===== config.mk =====
export PLATFORM = sky130hd
export DESIGN_NAME = quadrature_emitter_flat
export DESIGN_NICKNAME = d
export VERILOG_FILES = /design/src/rtl/quad_pkg.sv /design/src/rtl/quadrature_emitter_if.sv /design/src/rtl/pulse_stretcher.sv /design/src/rtl/quadrature_emitter.sv /design/src/flat_wrapper.sv
export SDC_FILE = /design/constraint.sdc
export NUM_CORES = 1
export LEC_CHECK = 0
export ABC_AREA = 1
export ABC_CLOCK_PERIOD_IN_PS = 7800
export CAP_MARGIN = 30
export CORE_MARGIN = 2
export CORE_UTILIZATION = 47
export CTS_BUF_LIST = sky130_fd_sc_hd__clkbuf_8
export CTS_CLUSTER_DIAMETER = 50
export DETAILED_ROUTE_END_ITERATION = 10
export GPL_TIMING_DRIVEN = 0
export PLACE_DENSITY = 0.65
export RECOVER_POWER = 50
export SETUP_SLACK_MARGIN = 0.5
export SLEW_MARGIN = 0
export SYNTH_ARGS = -nofsm -noshare
export SYNTH_HDL_FRONTEND = slang
export SYNTH_SLANG_ARGS = --single-unit

===== constraint.sdc =====
create_clock -name clk -period 7.8 [get_ports clk]
set_input_delay 1.56 -clock clk [delete_from_list [all_inputs] [get_ports clk]]
set_output_delay 1.56 -clock clk [all_outputs]
set_load 0.03 [all_outputs]

===== src/rtl/quad_pkg.sv =====
// quad_pkg: shared state, phase and direction definitions for the quadrature emitter.
package quad_pkg;
  typedef enum logic [2:0] {Q_IDLE, Q_P1, Q_P2, Q_P3, Q_P4} q_state_t;
  localparam logic [1:0] QAB_IDLE = 2'b00;
  localparam logic [1:4][1:0] QAB_UP = {2'b10, 2'b11, 2'b01, 2'b00};
  localparam logic [1:4][1:0] QAB_DOWN = {2'b01, 2'b11, 2'b10, 2'b00};
  localparam logic DIR_UP = 1'b0;
  localparam logic DIR_DOWN = 1'b1;
  function automatic logic [1:0] phase_ab(input q_state_t s, input logic dir);
    return (s == Q_IDLE) ? QAB_IDLE : (dir == DIR_DOWN) ? QAB_DOWN[s] : QAB_UP[s];
  endfunction
endpackage


===== src/rtl/quadrature_emitter_if.sv =====
// quadrature_emitter_if: request inputs and A/B/switch/status outputs of the emitter.
// master drives step_up/step_down/press; slave drives out_a/out_b/out_switch/busy/overflow.
interface quadrature_emitter_if;
  logic step_up, step_down, press;
  logic out_a, out_b, out_switch, busy, overflow;
  modport master (output step_up, step_down, press, input out_a, out_b, out_switch, busy, overflow);
  modport slave (input step_up, step_down, press, output out_a, out_b, out_switch, busy, overflow);
endinterface


===== src/rtl/pulse_stretcher.sv =====
// pulse_stretcher: turns a one-cycle trig into a registered level held LEN cycles, retriggerable.
// Ports: clk, rst (sync, active-high), trig in, level out.
module pulse_stretcher #(
  parameter int LEN = 16
) (
  input  logic clk,
  input  logic rst,
  input  logic trig,
  output logic level
);
  localparam int CW = $clog2(LEN + 1);
  logic [CW-1:0] cnt_q, cnt_d;
  logic level_q, level_d;
  always_comb begin
    cnt_d = trig ? CW'(LEN) : (cnt_q != '0) ? cnt_q - CW'(1) : cnt_q;
    level_d = cnt_d != '0;
  end
  always_ff @(posedge clk) begin
    if (rst) begin
      cnt_q <= '0;
      level_q <= 1'b0;
    end else begin
      cnt_q <= cnt_d;
      level_q <= level_d;
    end
  end
  assign level = level_q;
endmodule


===== src/rtl/quadrature_emitter.sv =====
// quadrature_emitter: plays queued up/down detents as Gray-coded A/B phases plus a stretched switch level.
// Ports: clk, rst (sync, active-high), bus (slave): step_up/step_down/press in; out_a/out_b/out_switch/busy/overflow out.
module quadrature_emitter
  import quad_pkg::*;
#(
  parameter int PHASE_CYCLES = 4,
  parameter int MAX_PENDING = 7,
  parameter int BUTTON_CYCLES = 16
) (
  input logic clk,
  input logic rst,
  quadrature_emitter_if.slave bus
);
  localparam int PW = $clog2(MAX_PENDING) + 2;
  localparam int CW = $clog2(PHASE_CYCLES + 1);
  localparam logic signed [PW-1:0] PMAX = PW'(MAX_PENDING);
  q_state_t state_q, state_d;
  logic dir_q, dir_d;
  logic [CW-1:0] cnt_q, cnt_d;
  logic signed [PW-1:0] pending_q, pending_d, net, sum, cons;
  logic [1:0] ab_q, ab_d;
  logic busy_q, busy_d, ovf_q, ovf_d;
  logic phase_done, start, sat;
  always_comb begin
    net = (bus.step_up & ~bus.step_down) ? PW'(1) : (bus.step_down & ~bus.step_up) ? '1 : '0;
    sum = pending_q + net;
    sat = (sum > PMAX) || (sum < -PMAX);
    phase_done = cnt_q == CW'(PHASE_CYCLES);
    // A new detent starts from idle or straight out of a finished P4.
    start = (pending_q != '0) && ((state_q == Q_IDLE) || (state_q == Q_P4 && phase_done));
    cons = !start ? '0 : (pending_q < 0) ? '1 : PW'(1);
    pending_d = (sat ? pending_q : sum) - cons;
    state_d = start ? Q_P1 : (state_q == Q_IDLE || !phase_done) ? state_q :
              (state_q == Q_P4) ? Q_IDLE : q_state_t'(state_q + 3'd1);
    dir_d = start ? ((pending_q < 0) ? DIR_DOWN : DIR_UP) : dir_q;
    cnt_d = (state_d == Q_IDLE) ? '0 : (start || phase_done) ? CW'(1) : cnt_q + CW'(1);
    ab_d = phase_ab(state_d, dir_d);
    busy_d = (state_d != Q_IDLE) || (pending_d != '0);
    ovf_d = sat;
  end
  always_ff @(posedge clk) begin
    if (rst) begin
      state_q <= Q_IDLE;
      dir_q <= DIR_UP;
      cnt_q <= '0;
      pending_q <= '0;
      ab_q <= QAB_IDLE;
      busy_q <= 1'b0;
      ovf_q <= 1'b0;
    end else begin
      state_q <= state_d;
      dir_q <= dir_d;
      cnt_q <= cnt_d;
      pending_q <= pending_d;
      ab_q <= ab_d;
      busy_q <= busy_d;
      ovf_q <= ovf_d;
    end
  end
  assign bus.out_a = ab_q[1];
  assign bus.out_b = ab_q[0];
  assign bus.busy = busy_q;
  assign bus.overflow = ovf_q;
  pulse_stretcher #(.LEN(BUTTON_CYCLES)) u_switch (
    .clk(clk),
    .rst(rst),
    .trig(bus.press),
    .level(bus.out_switch)
  );
endmodule

===== src/flat_wrapper.sv =====
// flat-port wrapper written by rule: the top's interface ports become plain ports
module quadrature_emitter_flat import quad_pkg::*;
#(
  parameter int PHASE_CYCLES = 4,
  parameter int MAX_PENDING = 7,
  parameter int BUTTON_CYCLES = 16
)
  (clk, rst, bus_step_up, bus_step_down, bus_press, bus_out_a, bus_out_b, bus_out_switch, bus_busy, bus_overflow);
  quadrature_emitter_if bus_i ();
  input logic clk;
  input logic rst;
  input wire logic [$bits(bus_i.step_up)-1:0] bus_step_up;
  input wire logic [$bits(bus_i.step_down)-1:0] bus_step_down;
  input wire logic [$bits(bus_i.press)-1:0] bus_press;
  output wire logic [$bits(bus_i.out_a)-1:0] bus_out_a;
  output wire logic [$bits(bus_i.out_b)-1:0] bus_out_b;
  output wire logic [$bits(bus_i.out_switch)-1:0] bus_out_switch;
  output wire logic [$bits(bus_i.busy)-1:0] bus_busy;
  output wire logic [$bits(bus_i.overflow)-1:0] bus_overflow;
  assign bus_i.step_up = bus_step_up;
  assign bus_i.step_down = bus_step_down;
  assign bus_i.press = bus_press;
  assign bus_out_a = bus_i.out_a;
  assign bus_out_b = bus_i.out_b;
  assign bus_out_switch = bus_i.out_switch;
  assign bus_busy = bus_i.busy;
  assign bus_overflow = bus_i.overflow;
  quadrature_emitter #(.PHASE_CYCLES(PHASE_CYCLES), .MAX_PENDING(MAX_PENDING), .BUTTON_CYCLES(BUTTON_CYCLES)) u_core (.clk(clk), .rst(rst), .bus(bus_i));
endmodule

==> impl_metrics.csv <==
group,metric,value,unit
drt,drt_pre_antenna_iters,4,
worst_setup_path,path_depth,19,
floorplanning,core,0.00276,mm^2
cts,htreeDepth,1,
worst_setup_path,critPathLaunchType,"primary input",
cts,cts_setup_buffers,0,
synthesis,ys_seq_area_frac,0.320,
worst_setup_path,critPathCapture,"u_core.bus.busy",
place,placedCellCount,240,
sta,rsz0062_at_grt,"no",
worst_setup_path,cp-startpoint,"bus_step_down",
pwr,total_power,643,uW
worst_setup_path,reg2reg_slack,4.82,ns
floorplanning,io_pins,10,
synthesis,yosys_warnings,0,
global_route,grt_first_pass_wirelength,4.49,mm
sta,fin_skew,0.00202,ns
worst_setup_path,path_cells,"clkdlybuf4s50_1 > ha_1 > inv_2 > nand2_1 > nand2_1 > ha_1 > inv_1 > nand2_1 > xnor2_1 > nand2_1 > nand3_1 > nand2_2 > mux2i_1 > ha_1 > fa_1 > xor2_1 > nand4_1 > o21ai_0 > nand2_1",
place,gp_congestion,0.848,
cts,clock_sinks,22,
drt,wl,2.60,mm
pwr,ir_drop,0.000245,V
cts,cts_hold_buf,0,
synthesis,syn_inst,201,
global_route,grt_overflow,0,
floorplanning,core.rowCount,19,
cts,cts_root_buf,"clkbuf_8",
run_status,status,"finished, final reports clean",
global_route,grt_pass1_vias,1174,
sta,finalCritPeriodShare,0.605,
sta,worst_slew_pin_slew,0.406,ns
sta,slew_violations,0,
cts,clk_pin_slew,0.08,ns
sta,fmax,0.212,GHz
cts,cts.path.max_buffers,2,
worst_setup_path,cp_num_buf_inv,3,
floorplanning,die_h,58.1,um
drt,wl_per_cell,10.6,um
worst_setup_path,reg2reg_to,"u_core.bus.busy",
place,portBuffers,8,
pwr,powerDensity,412,mW/mm^2
sta,min_period,4.72,ns
worst_setup_path,crit_type,"in2reg",
global_route,track_usage,0.167,
sta,hold_viol,0,
synthesis,synthFlopType,"dfxtp_1",
worst_setup_path,cp-end-kind,"flip-flop",
worst_setup_path,regToRegStartpoint,"u_core.pending_q[1]",
global_route,antenna_found_initial,0,
synthesis,synth_area_per_cell,6.84,um^2
drt,route.vias.total,1214,
cts,numCtsBuffers,3,
cts,cts_resized,0,
flow_run,drv_cap,0,
worst_setup_path,reg2reg_depth,17,
worst_setup_path,worstPathArrival,4.87,ns
sta,finalSetupTns,0,ns
final_layout,post-route-cell-area,0.00156,mm^2
pwr,power_leakage,0.782,nW
place,hpwl,2.17,mm
worst_setup_path,crit_path_top_delay_cell,"clkdlybuf4s50_1",
worst_setup_path,worstPathMaxFanout,6,
final_layout,drive_above_1_share,0.0704,
sta,maxSlewHeadroom,0.726,
sta,setup_viol,0,
synthesis,synth_edf_count,0,
synthesis,ys_ff_latch,22,
worst_setup_path,critPathTopFamily,"adder cells",
synthesis,syn_area,0.00138,mm^2
synthesis,ys_types,24,
floorplanning,dieArea,0.00337,mm^2
drt,via_per_inst,4.98,
final_layout,nets,233,
place,place_area,0.00149,mm^2
synthesis,syn_nets,220,
drt,antenna_left,0,
worst_setup_path,slowest_delay,0.49,ns
final_layout,area_delta_synth_final,13.6,%
global_route,grt_start_max_net_pins,14,
worst_setup_path,cp_common_cell,"nand2_1",
final_layout,finalNonFillerCells,244,
cts,cts_tree,"yes",
worst_setup_path,required,7.95,ns
cts,clk_latency,0.25,ns
hold_path,hold_path_class,"reg2reg",
drt,drc,0,
floorplanning,die_w,58.1,um
drt,drt_iter0_markers,36,
floorplanning,start_util,0.499,
final_layout,antenna_cells,0,
synthesis,ys_async_sr_fraction,0,
==> through the flow <==
| step | hold WS (ns) | setup WS (ns) | util |
|---|---|---|---|
| floorplan | 0.435 | 3.66 | - |
| global placement | 0.464 | 2.88 | 0.542 |
| detailed placement | 0.472 | 2.82 | 0.542 |
| CTS | 0.485 | 3.09 | 0.568 |
| global route | 0.511 | 2.88 | 0.567 |
| finish | 0.482 | 3.08 | 0.567 |
==> worst min-delay path by stage <==
| stage | from | endpoint | cells past startpoint |
|---|---|---|---|
| 2_1_floorplan | u_core.cnt_q[0] | u_core.cnt_q[0] | 1 |
| 3_3_place_gp | u_core.cnt_q[0] | u_core.cnt_q[0] | 1 |
| 3_5_place_dp | u_core.cnt_q[0] | u_core.cnt_q[0] | 1 |
| 4_1_cts | u_core.cnt_q[0] | u_core.cnt_q[0] | 1 |
| 5_1_grt | u_core.cnt_q[0] | u_core.cnt_q[0] | 1 |
| 6_report | u_core.cnt_q[0] | u_core.cnt_q[0] | 1 |
==> flip-flops by register name, summed over array words and instances, names as in the netlist <==
register,cells
u_core.ab_q,2
u_core.bus.busy,1
u_core.bus.overflow,1
u_core.cnt_q,3
u_core.dir_q,1
u_core.pending_q,5
u_core.state_q,3
u_core.u_switch.cnt_q,5
u_core.u_switch.level,1
==> per-layer routing <==
layer	share of wire	track usage	wire length, um	up-vias
met3	0.019	0.0223	49	6
met5	0	0	0	-
met1	0.45	0.188	1170	537
met4	0.021	0.0731	55	0
met2	0.51	0.312	1330	15
li1	-	-	-	656
==> report_power, final <==
group | switching [mW] | internal, mW | total (mW)
clock | 0.0355 | 0.0684 | 0.104
combinational | 0.232 | 0.146 | 0.379
sequential | 0.0164 | 0.144 | 0.161
==> cell usage after synthesis (2+ instances only) <==
library cell,number,area share
a21oi_1,8,0.029
a31oi_1,3,0.014
and3_1,2,0.0091
clkbuf_1,2,0.0055
dfxtp_1,22,0.32
ha_1,13,0.12
inv_1,28,0.076
inv_2,5,0.014
nand2_1,53,0.14
nand2_2,3,0.014
nand3_1,14,0.051
nand3_2,3,0.022
nor2_1,23,0.063
o21ai_0,7,0.025
xnor2_1,3,0.019
xor2_1,4,0.025
==> kinds of logic (layout without fill, tap and decap cells) <==
family          Yosys count  in the layout  share of synthesized area
xor+xnor                  7              7                     0.0446
fa+ha+maj                14             14                      0.133
flops                    22             22                      0.320
buf+inv                  35             47                     0.0955
simple gates            101            101                      0.316
compound gates           21             21                     0.0837
mux                       1              1                    0.00728
==> layout make-up <==
| cell class | count | area [um^2] |
|---|---|---|
| clock buffer | 3 | 41.3 |
| multi-input combinational | 144 | 801 |
| sequential | 22 | 440 |
| tap | 31 | 38.8 |
| fill | 280 | 1190 |
| buffer | 2 | 7.51 |
| clock inverter | 1 | 30.0 |
| timing repair buffer | 8 | 80.1 |
| inverter | 33 | 124 |
==> layout by cell type (no fill, tap or decap) <==
cell type and n:
o21ai_0 8, xnor2_1 3, bufinv_16 1, xor2_1 4, fa_1 1, inv_2 4, nor3_1 1, a31oi_1 3
nand4_1 1, o21ai_2 1, clkbuf_8 3, nand3_2 3, dlygate4sd3_1 1, ha_1 13, nand3_1 14, nand2_1 53
mux2i_1 1, clkbuf_1 2, a21boi_0 1, nor2_1 24, a21oi_1 8, clkdlybuf4s50_1 7, nand2_2 3, and3_1 2
dfxtp_1 22, inv_1 29
Note: power is estimated with default switching activity, not from simulation.
